File: src/rtl/remote_key_queue_pkg.sv
`default_nettype none
// +--------------------------------------------------------------------------+
// | Package   : remote_pkg                                                   |
// | Purpose   : Key code width and invalid-code marker shared by the IR       |
// |             remote decoder and the key queue.                            |
// | Revision  : 1.0 - initial release                                        |
// +--------------------------------------------------------------------------+
package remote_pkg;
  localparam int          KEY_W       = 8;
  localparam logic [7:0]  INVALID_KEY = 8'hFF;
endpackage
`default_nettype wire

File: src/rtl/remote_key_queue_if.sv
`default_nettype none
// +--------------------------------------------------------------------------+
// | Interface : remote_key_queue_if                                          |
// | Purpose   : Decoder-side key strobe and consumer-side valid/ready bus.    |
// |             master = decoder + consumer side, slave = key queue.         |
// | Revision  : 1.0 - initial release                                        |
// +--------------------------------------------------------------------------+
interface remote_key_queue_if;
  import remote_pkg::*;

  logic             key_ready;
  logic [KEY_W-1:0] key_code;
  logic             out_valid;
  logic             out_ready;
  logic [KEY_W-1:0] out_key;

  modport master (
    output key_ready, key_code, out_ready,
    input  out_valid, out_key
  );

  modport slave (
    input  key_ready, key_code, out_ready,
    output out_valid, out_key
  );
endinterface
`default_nettype wire

File: src/rtl/remote_key_queue_key_fifo.sv
`default_nettype none
// +--------------------------------------------------------------------------+
// | Module    : key_fifo                                                     |
// | Purpose   : Synchronous first-word-fall-through FIFO. Occupancy counter   |
// |             drives full/empty; pointers wrap naturally (DEPTH = 2^n).     |
// | Revision  : 1.0 - initial release                                        |
// +--------------------------------------------------------------------------+
module key_fifo #(
  parameter int DEPTH = 8,
  parameter int WIDTH = 8
) (
  input  wire logic                       clk,
  input  wire logic                       reset,
  input  wire logic                       push,
  input  wire logic                       pop,
  input  wire logic [WIDTH-1:0]           din,
  output logic      [WIDTH-1:0]           dout,
  output logic      [$clog2(DEPTH+1)-1:0] count
);
  localparam int AW = $clog2(DEPTH);
  localparam int CW = $clog2(DEPTH+1);

  logic [WIDTH-1:0] r_mem [DEPTH];
  logic [AW-1:0]    r_wr_ptr;
  logic [AW-1:0]    r_rd_ptr;
  logic [CW-1:0]    r_count;

  // Storage write; contents are deliberately left unreset.
  always_ff @(posedge clk) begin
    if (push) r_mem[r_wr_ptr] <= din;
  end

  // Pointer and occupancy bookkeeping; simultaneous push+pop leaves count.
  always_ff @(posedge clk) begin
    if (reset) begin
      r_wr_ptr <= '0;
      r_rd_ptr <= '0;
      r_count  <= '0;
    end else begin
      if (push) r_wr_ptr <= r_wr_ptr + AW'(1);
      if (pop)  r_rd_ptr <= r_rd_ptr + AW'(1);
      case ({push, pop})
        2'b10:   r_count <= r_count + CW'(1);
        2'b01:   r_count <= r_count - CW'(1);
        default: r_count <= r_count;
      endcase
    end
  end

  assign dout  = r_mem[r_rd_ptr];
  assign count = r_count;
endmodule
`default_nettype wire

File: src/rtl/remote_key_queue.sv
`default_nettype none
// +--------------------------------------------------------------------------+
// | Module    : remote_key_queue                                             |
// | Purpose   : Rising-edge capture of decoded IR keys, invalid-code discard, |
// |             optional auto-repeat suppression, FWFT key buffer with        |
// |             sticky overflow flag.                                        |
// | Options   : REMOTE_KEY_REPEAT_FILTER_EN - builds the repeat filter.      |
// | Revision  : 1.0 - initial release                                        |
// +--------------------------------------------------------------------------+
module remote_key_queue
  import remote_pkg::*;
#(
  parameter int DEPTH          = 8,
  parameter int HOLDOFF_CYCLES = 1024
) (
  input  wire logic                       clk,
  input  wire logic                       reset,
  remote_key_queue_if.slave               bus,
  output logic      [$clog2(DEPTH+1)-1:0] count,
  output logic                            overflow,
  input  wire logic                       clear_overflow
);
  localparam int            CW     = $clog2(DEPTH+1);
  localparam logic [CW-1:0] c_FULL = CW'(DEPTH);

  logic             r_ready_d;
  logic             r_overflow;
  logic             w_capture;
  logic             w_valid_key;
  logic             w_pass;
  logic             w_full;
  logic             w_pop;
  logic             w_push;
  logic             w_drop;
  logic [KEY_W-1:0] w_dout;

  // Previous key_ready level for single-capture-per-pulse edge detect.
  always_ff @(posedge clk) begin
    if (reset) r_ready_d <= 1'b0;
    else       r_ready_d <= bus.key_ready;
  end

  assign w_capture   = bus.key_ready && !r_ready_d;
  assign w_valid_key = w_capture && (bus.key_code != INVALID_KEY);

`ifdef REMOTE_KEY_REPEAT_FILTER_EN
  localparam int            TW       = $clog2(HOLDOFF_CYCLES+1);
  localparam logic [TW-1:0] c_HOLD   = TW'(HOLDOFF_CYCLES);

  logic [KEY_W-1:0] r_last_key;
  logic [TW-1:0]    r_timer;

  // Every valid capture, kept or not, re-arms the window; timer saturates.
  always_ff @(posedge clk) begin
    if (reset) begin
      r_last_key <= INVALID_KEY;
      r_timer    <= c_HOLD;
    end else if (w_valid_key) begin
      r_last_key <= bus.key_code;
      r_timer    <= '0;
    end else if (r_timer < c_HOLD) begin
      r_timer    <= r_timer + TW'(1);
    end
  end

  assign w_pass = !((bus.key_code == r_last_key) && (r_timer < c_HOLD));
`else
  assign w_pass = 1'b1;
`endif

  assign w_full = (count == c_FULL);
  assign w_pop  = bus.out_valid && bus.out_ready;
  // A pop in the same cycle frees the slot, so a full queue still accepts.
  assign w_push = w_valid_key && w_pass && (!w_full || w_pop);
  assign w_drop = w_valid_key && w_pass && w_full && !w_pop;

  key_fifo #(
    .DEPTH (DEPTH),
    .WIDTH (KEY_W)
  ) u_key_fifo (
    .clk   (clk),
    .reset (reset),
    .push  (w_push),
    .pop   (w_pop),
    .din   (bus.key_code),
    .dout  (w_dout),
    .count (count)
  );

  // Sticky drop flag; a new drop wins over a same-cycle clear.
  always_ff @(posedge clk) begin
    if (reset)               r_overflow <= 1'b0;
    else if (w_drop)         r_overflow <= 1'b1;
    else if (clear_overflow) r_overflow <= 1'b0;
  end

  assign overflow      = r_overflow;
  assign bus.out_valid = (count != '0);
  assign bus.out_key   = bus.out_valid ? w_dout : INVALID_KEY;
endmodule
`default_nettype wire

File: src/flat_wrapper.sv
// flat-port wrapper written by rule: the top's interface ports become plain ports
module remote_key_queue_flat import remote_pkg::*;
#(
  parameter int DEPTH          = 8,
  parameter int HOLDOFF_CYCLES = 1024
)
  (clk, reset, count, overflow, clear_overflow, bus_key_ready, bus_key_code, bus_out_ready, bus_out_valid, bus_out_key);
  remote_key_queue_if bus_i ();
  input  wire logic clk;
  input  wire logic reset;
  output logic      [$clog2(DEPTH+1)-1:0] count;
  output logic overflow;
  input  wire logic clear_overflow;
  input wire logic [$bits(bus_i.key_ready)-1:0] bus_key_ready;
  input wire logic [$bits(bus_i.key_code)-1:0] bus_key_code;
  input wire logic [$bits(bus_i.out_ready)-1:0] bus_out_ready;
  output wire logic [$bits(bus_i.out_valid)-1:0] bus_out_valid;
  output wire logic [$bits(bus_i.out_key)-1:0] bus_out_key;
  assign bus_i.key_ready = bus_key_ready;
  assign bus_i.key_code = bus_key_code;
  assign bus_i.out_ready = bus_out_ready;
  assign bus_out_valid = bus_i.out_valid;
  assign bus_out_key = bus_i.out_key;
  remote_key_queue #(.DEPTH(DEPTH), .HOLDOFF_CYCLES(HOLDOFF_CYCLES)) u_core (.clk(clk), .reset(reset), .bus(bus_i), .count(count), .overflow(overflow), .clear_overflow(clear_overflow));
endmodule
File: config.mk
export PLATFORM = sky130hd
export DESIGN_NAME = remote_key_queue_flat
export DESIGN_NICKNAME = d
export VERILOG_FILES = /design/src/rtl/remote_key_queue_pkg.sv /design/src/rtl/remote_key_queue_if.sv /design/src/rtl/remote_key_queue_key_fifo.sv /design/src/rtl/remote_key_queue.sv /design/src/flat_wrapper.sv
export SDC_FILE = /design/constraint.sdc
export NUM_CORES = 1
export LEC_CHECK = 0
export BUFFER_PORTS_ARGS = -buffer_cell sky130_fd_sc_hd__buf_2
export CAP_MARGIN = 10
export CELL_PAD_IN_SITES_DETAIL_PLACEMENT = 2
export CELL_PAD_IN_SITES_GLOBAL_PLACEMENT = 2
export CORE_MARGIN = 5
export CORE_UTILIZATION = 43
export DETAILED_ROUTE_END_ITERATION = 8
export PLACE_DENSITY_LB_ADDON = 0.1
export SYNTH_ARGS = -nofsm -noshare
export SYNTH_HDL_FRONTEND = slang
export SYNTH_SLANG_ARGS = --single-unit
File: constraint.sdc
create_clock -name clk -period 3 [get_ports clk]
set_input_delay 0.6 -clock clk [delete_from_list [all_inputs] [get_ports clk]]
set_output_delay 0.6 -clock clk [all_outputs]
set_load 0.1 [all_outputs]
==> flow_metrics.py <==
metrics = {
    "sta": {
        "fmax_mhz": 371,
        "max_slew_margin": 0.574,
        "fin_skew_ps": 6.17,
        "hold_viol": 0,
        "maxSlewViolCount": 0,
        "setup_slack_ps": 306,
        "fin_crit_sh": 0.898,
        "finalSetupViolCount": 0,
        "period_needed_ps": 2690,
        "hold_ws_ps": 503,
        "finalSetupTns_ps": 0,
        "worst-slew-pin-transition_ps": 639,
        "rsz0062_at_grt": "false",
    },
    "synth": {
        "synth-main-ff-cell": "edfxtp_1",
        "ys_async_sr_fraction": 0,
        "yosysMostFrequentCell": "edfxtp_1",
        "synth_top_area_frac": 0.604,
        "syn-num-nets": 207,
        "synth.distinct_cells": 34,
        "syn_inst": 189,
        "ys_top_cells_by_area": "edfxtp_1 (60%), mux4_2 (11%), dfxtp_1 (9.4%)",
        "synth_area_leader_cell": "edfxtp_1",
        "synth_seq_area_share": 0.698,
        "avgSynthCellArea_um2": 16.8,
        "ys_seq_elements": 79,
        "synthesis.area_um2": 3180,
        "synth_common_cells": "edfxtp_1 (64), nand2_1 (17), mux4_2 (16)",
        "synth_edf_count": 64,
        "synth-warning-count": 0,
    },
    "global_route": {
        "grt_max_degree": 17,
        "antenna_found_initial": 0,
        "grt_pass1_wl_mm": 11.7,
        "grt_pass1_vias": 2008,
        "grt-ovfl-total": 0,
        "grt_util_all_layers": 0.182,
    },
    "place": {
        "dpl_worst_slack_ps": 308,
        "post-dp-hpwl_mm": 5.15,
        "gp_congestion": 0.808,
        "portBuffers": 26,
        "dp_cells": 317,
    },
    "routing": {
        "vias": 1801,
        "antenna_left": 0,
        "drt-total-wl_mm": 7.53,
        "drtIter0Drc": 97,
        "via_per_inst": 5.41,
        "post_drt_wl_per_cell_um": 22.6,
        "drc": 0,
        "drt-pass1-iter-count": 4,
    },
    "layout": {
        "syn_to_final_growth_pct": 15.4,
        "diodes": 0,
        "fillers": 699,
        "final_nets": 247,
        "finalNonFillerCells": 333,
        "drive_above_1_share": 0.312,
    },
    "floorplan": {
        "core-area_um2": 7210,
        "die_y_um": 96.0,
        "start_util": 0.441,
        "die_w_um": 96.0,
        "num_rows": 31,
        "ios": 27,
        "dieArea_um2": 9220,
    },
    "clocking": {
        "post-cts-setup-buffer-count": 0,
        "clk_pin_slew_worst_paths_ps": 80,
        "clock_latency_ps": 340,
        "cts_hold_buf": 0,
        "htreeDepth": 3,
        "cts_inserted_buffers": 9,
        "cts_tree": "yes",
        "clock-sinks": 79,
        "clock_path_buffers": 2,
        "cts_resized": 0,
        "clockRootBuffer": "clkbuf_8",
    },
    "run": {
        "cap_violations": 0,
    },
    "critical_path": {
        "worst_ep_arrival_time_ps": 2090,
        "crit_required_ps": 2400,
        "worst-path-max-fanout": 16,
        "reg2reg_depth": 9,
        "end_kind": "output pin",
        "start_kind": "flip-flop",
        "path_class": "flip-flop to output pin",
    },
    "pwr": {
        "p_leak_nw": 1.24,
        "p_total_mw": 3.58,
        "vdd_drop_max_v": 0.000526,
        "powerDensity_nw_per_um2": 973,
    },
    "worst_hold_path": {
        "min_path_type": "flip-flop to flip-flop",
        "hold_depth": 2,
    },
    "run_status": {
        "status": "completed",
    },
}
==> critical path, cell delays in order, from the launching register on <==
cell and delay [ps]:
dfxtp_1 320, buf_4 310, mux4_2 560, mux2i_1 180, nand2_1 90, buf_2 300
==> stage by stage <==
stage          utilization  cell area [um^2]
5_1_grt              0.509              3670
4_1_cts              0.509              3670
2_1_floorplan            -              3190
6_report             0.509              3670
3_3_place_gp         0.483              3480
3_5_place_dp         0.483              3480
==> layout by cell type (no fill, tap or decap), types with 2 or more instances in the layout <==
master and instances:
edfxtp_1 64, buf_2 26, nand2_1 17, mux4_2 16
mux2i_1 11, nor2_1 11, dfxtp_1 11, buf_4 11
clkbuf_8 9, nor3_1 5, inv_1 4, nor2b_1 4
xnor2_1 4, ha_1 4, dfxtp_2 4, a21oi_1 3
nand4_1 2, and2_1 2, nand2b_1 2, xor2_1 2
nand3_1 2, clkbuf_1 2, clkinvlp_4 2
==> power by group <==
part / total (mW) / switching, mW / internal (mW)
registers: 1.31 / 0.0522 / 1.26
clock network: 0.765 / 0.380 / 0.385
logic: 1.50 / 1.14 / 0.359
total: 3.58 / 1.58 / 2.00
==> layer usage <==
metal | up-vias | global-route usage | share of wire
li1 | 800 | - | -
met1 | 966 | 0.225 | 0.43
met2 | 30 | 0.318 | 0.54
met3 | 5 | 0.0289 | 0.024
met4 | 0 | 0.0675 | 0.011
met5 | - | 0 | 0
==> sequential cells by signal, indices dropped and copies added, names as in the netlist, named ones only <==
| signal | flops |
|---|---|
| u_core.u_key_fifo.r_wr_ptr | 3 |
| u_core.u_key_fifo.r_rd_ptr | 3 |
| u_core.u_key_fifo.r_mem | 64 |
| u_core.overflow | 1 |
| u_core.r_ready_d | 1 |
| u_core.u_key_fifo.count | 4 |
==> kinds of logic (layout without fill, tap and decap cells) <==
| group | after synthesis | in the layout | share of synthesized area |
|---|---|---|---|
| buf+inv | 12 | 57 | 0.0173 |
| fa+ha+maj | 5 | 5 | 0.0220 |
| compound gates | 9 | 9 | 0.0177 |
| simple gates | 51 | 51 | 0.0806 |
| flops | 79 | 79 | 0.698 |
| mux | 27 | 27 | 0.148 |
| xor+xnor | 6 | 6 | 0.0165 |
==> final cells by class <==
type | instances | area, um^2 | share of cell area
Timing Repair Buffer | 37 | 213 | 0.0579
Clock inverter | 5 | 58.8 | 0.0160
Tap cell | 99 | 124 | 0.0337
Inverter | 4 | 15.0 | 0.00409
Clock buffer | 11 | 131 | 0.0358
Sequential cell | 79 | 2230 | 0.606
Multi-Input combinational cell | 98 | 906 | 0.247
==> worst paths after layout <==
kind | startpoint | endpoint | slack (ps)
max | flip-flop | bus_out_key[5] | 310
min | u_core.u_key_fifo.r_rd_ptr[1] | u_core.u_key_fifo.r_rd_ptr[1] | 500
max reg2reg | u_core.u_key_fifo.count[1] | u_core.u_key_fifo.count[3] | 450
min reg2reg | u_core.u_key_fifo.r_rd_ptr[1] | u_core.u_key_fifo.r_rd_ptr[1] | 500
Note: power is estimated with default switching activity, not from simulation.
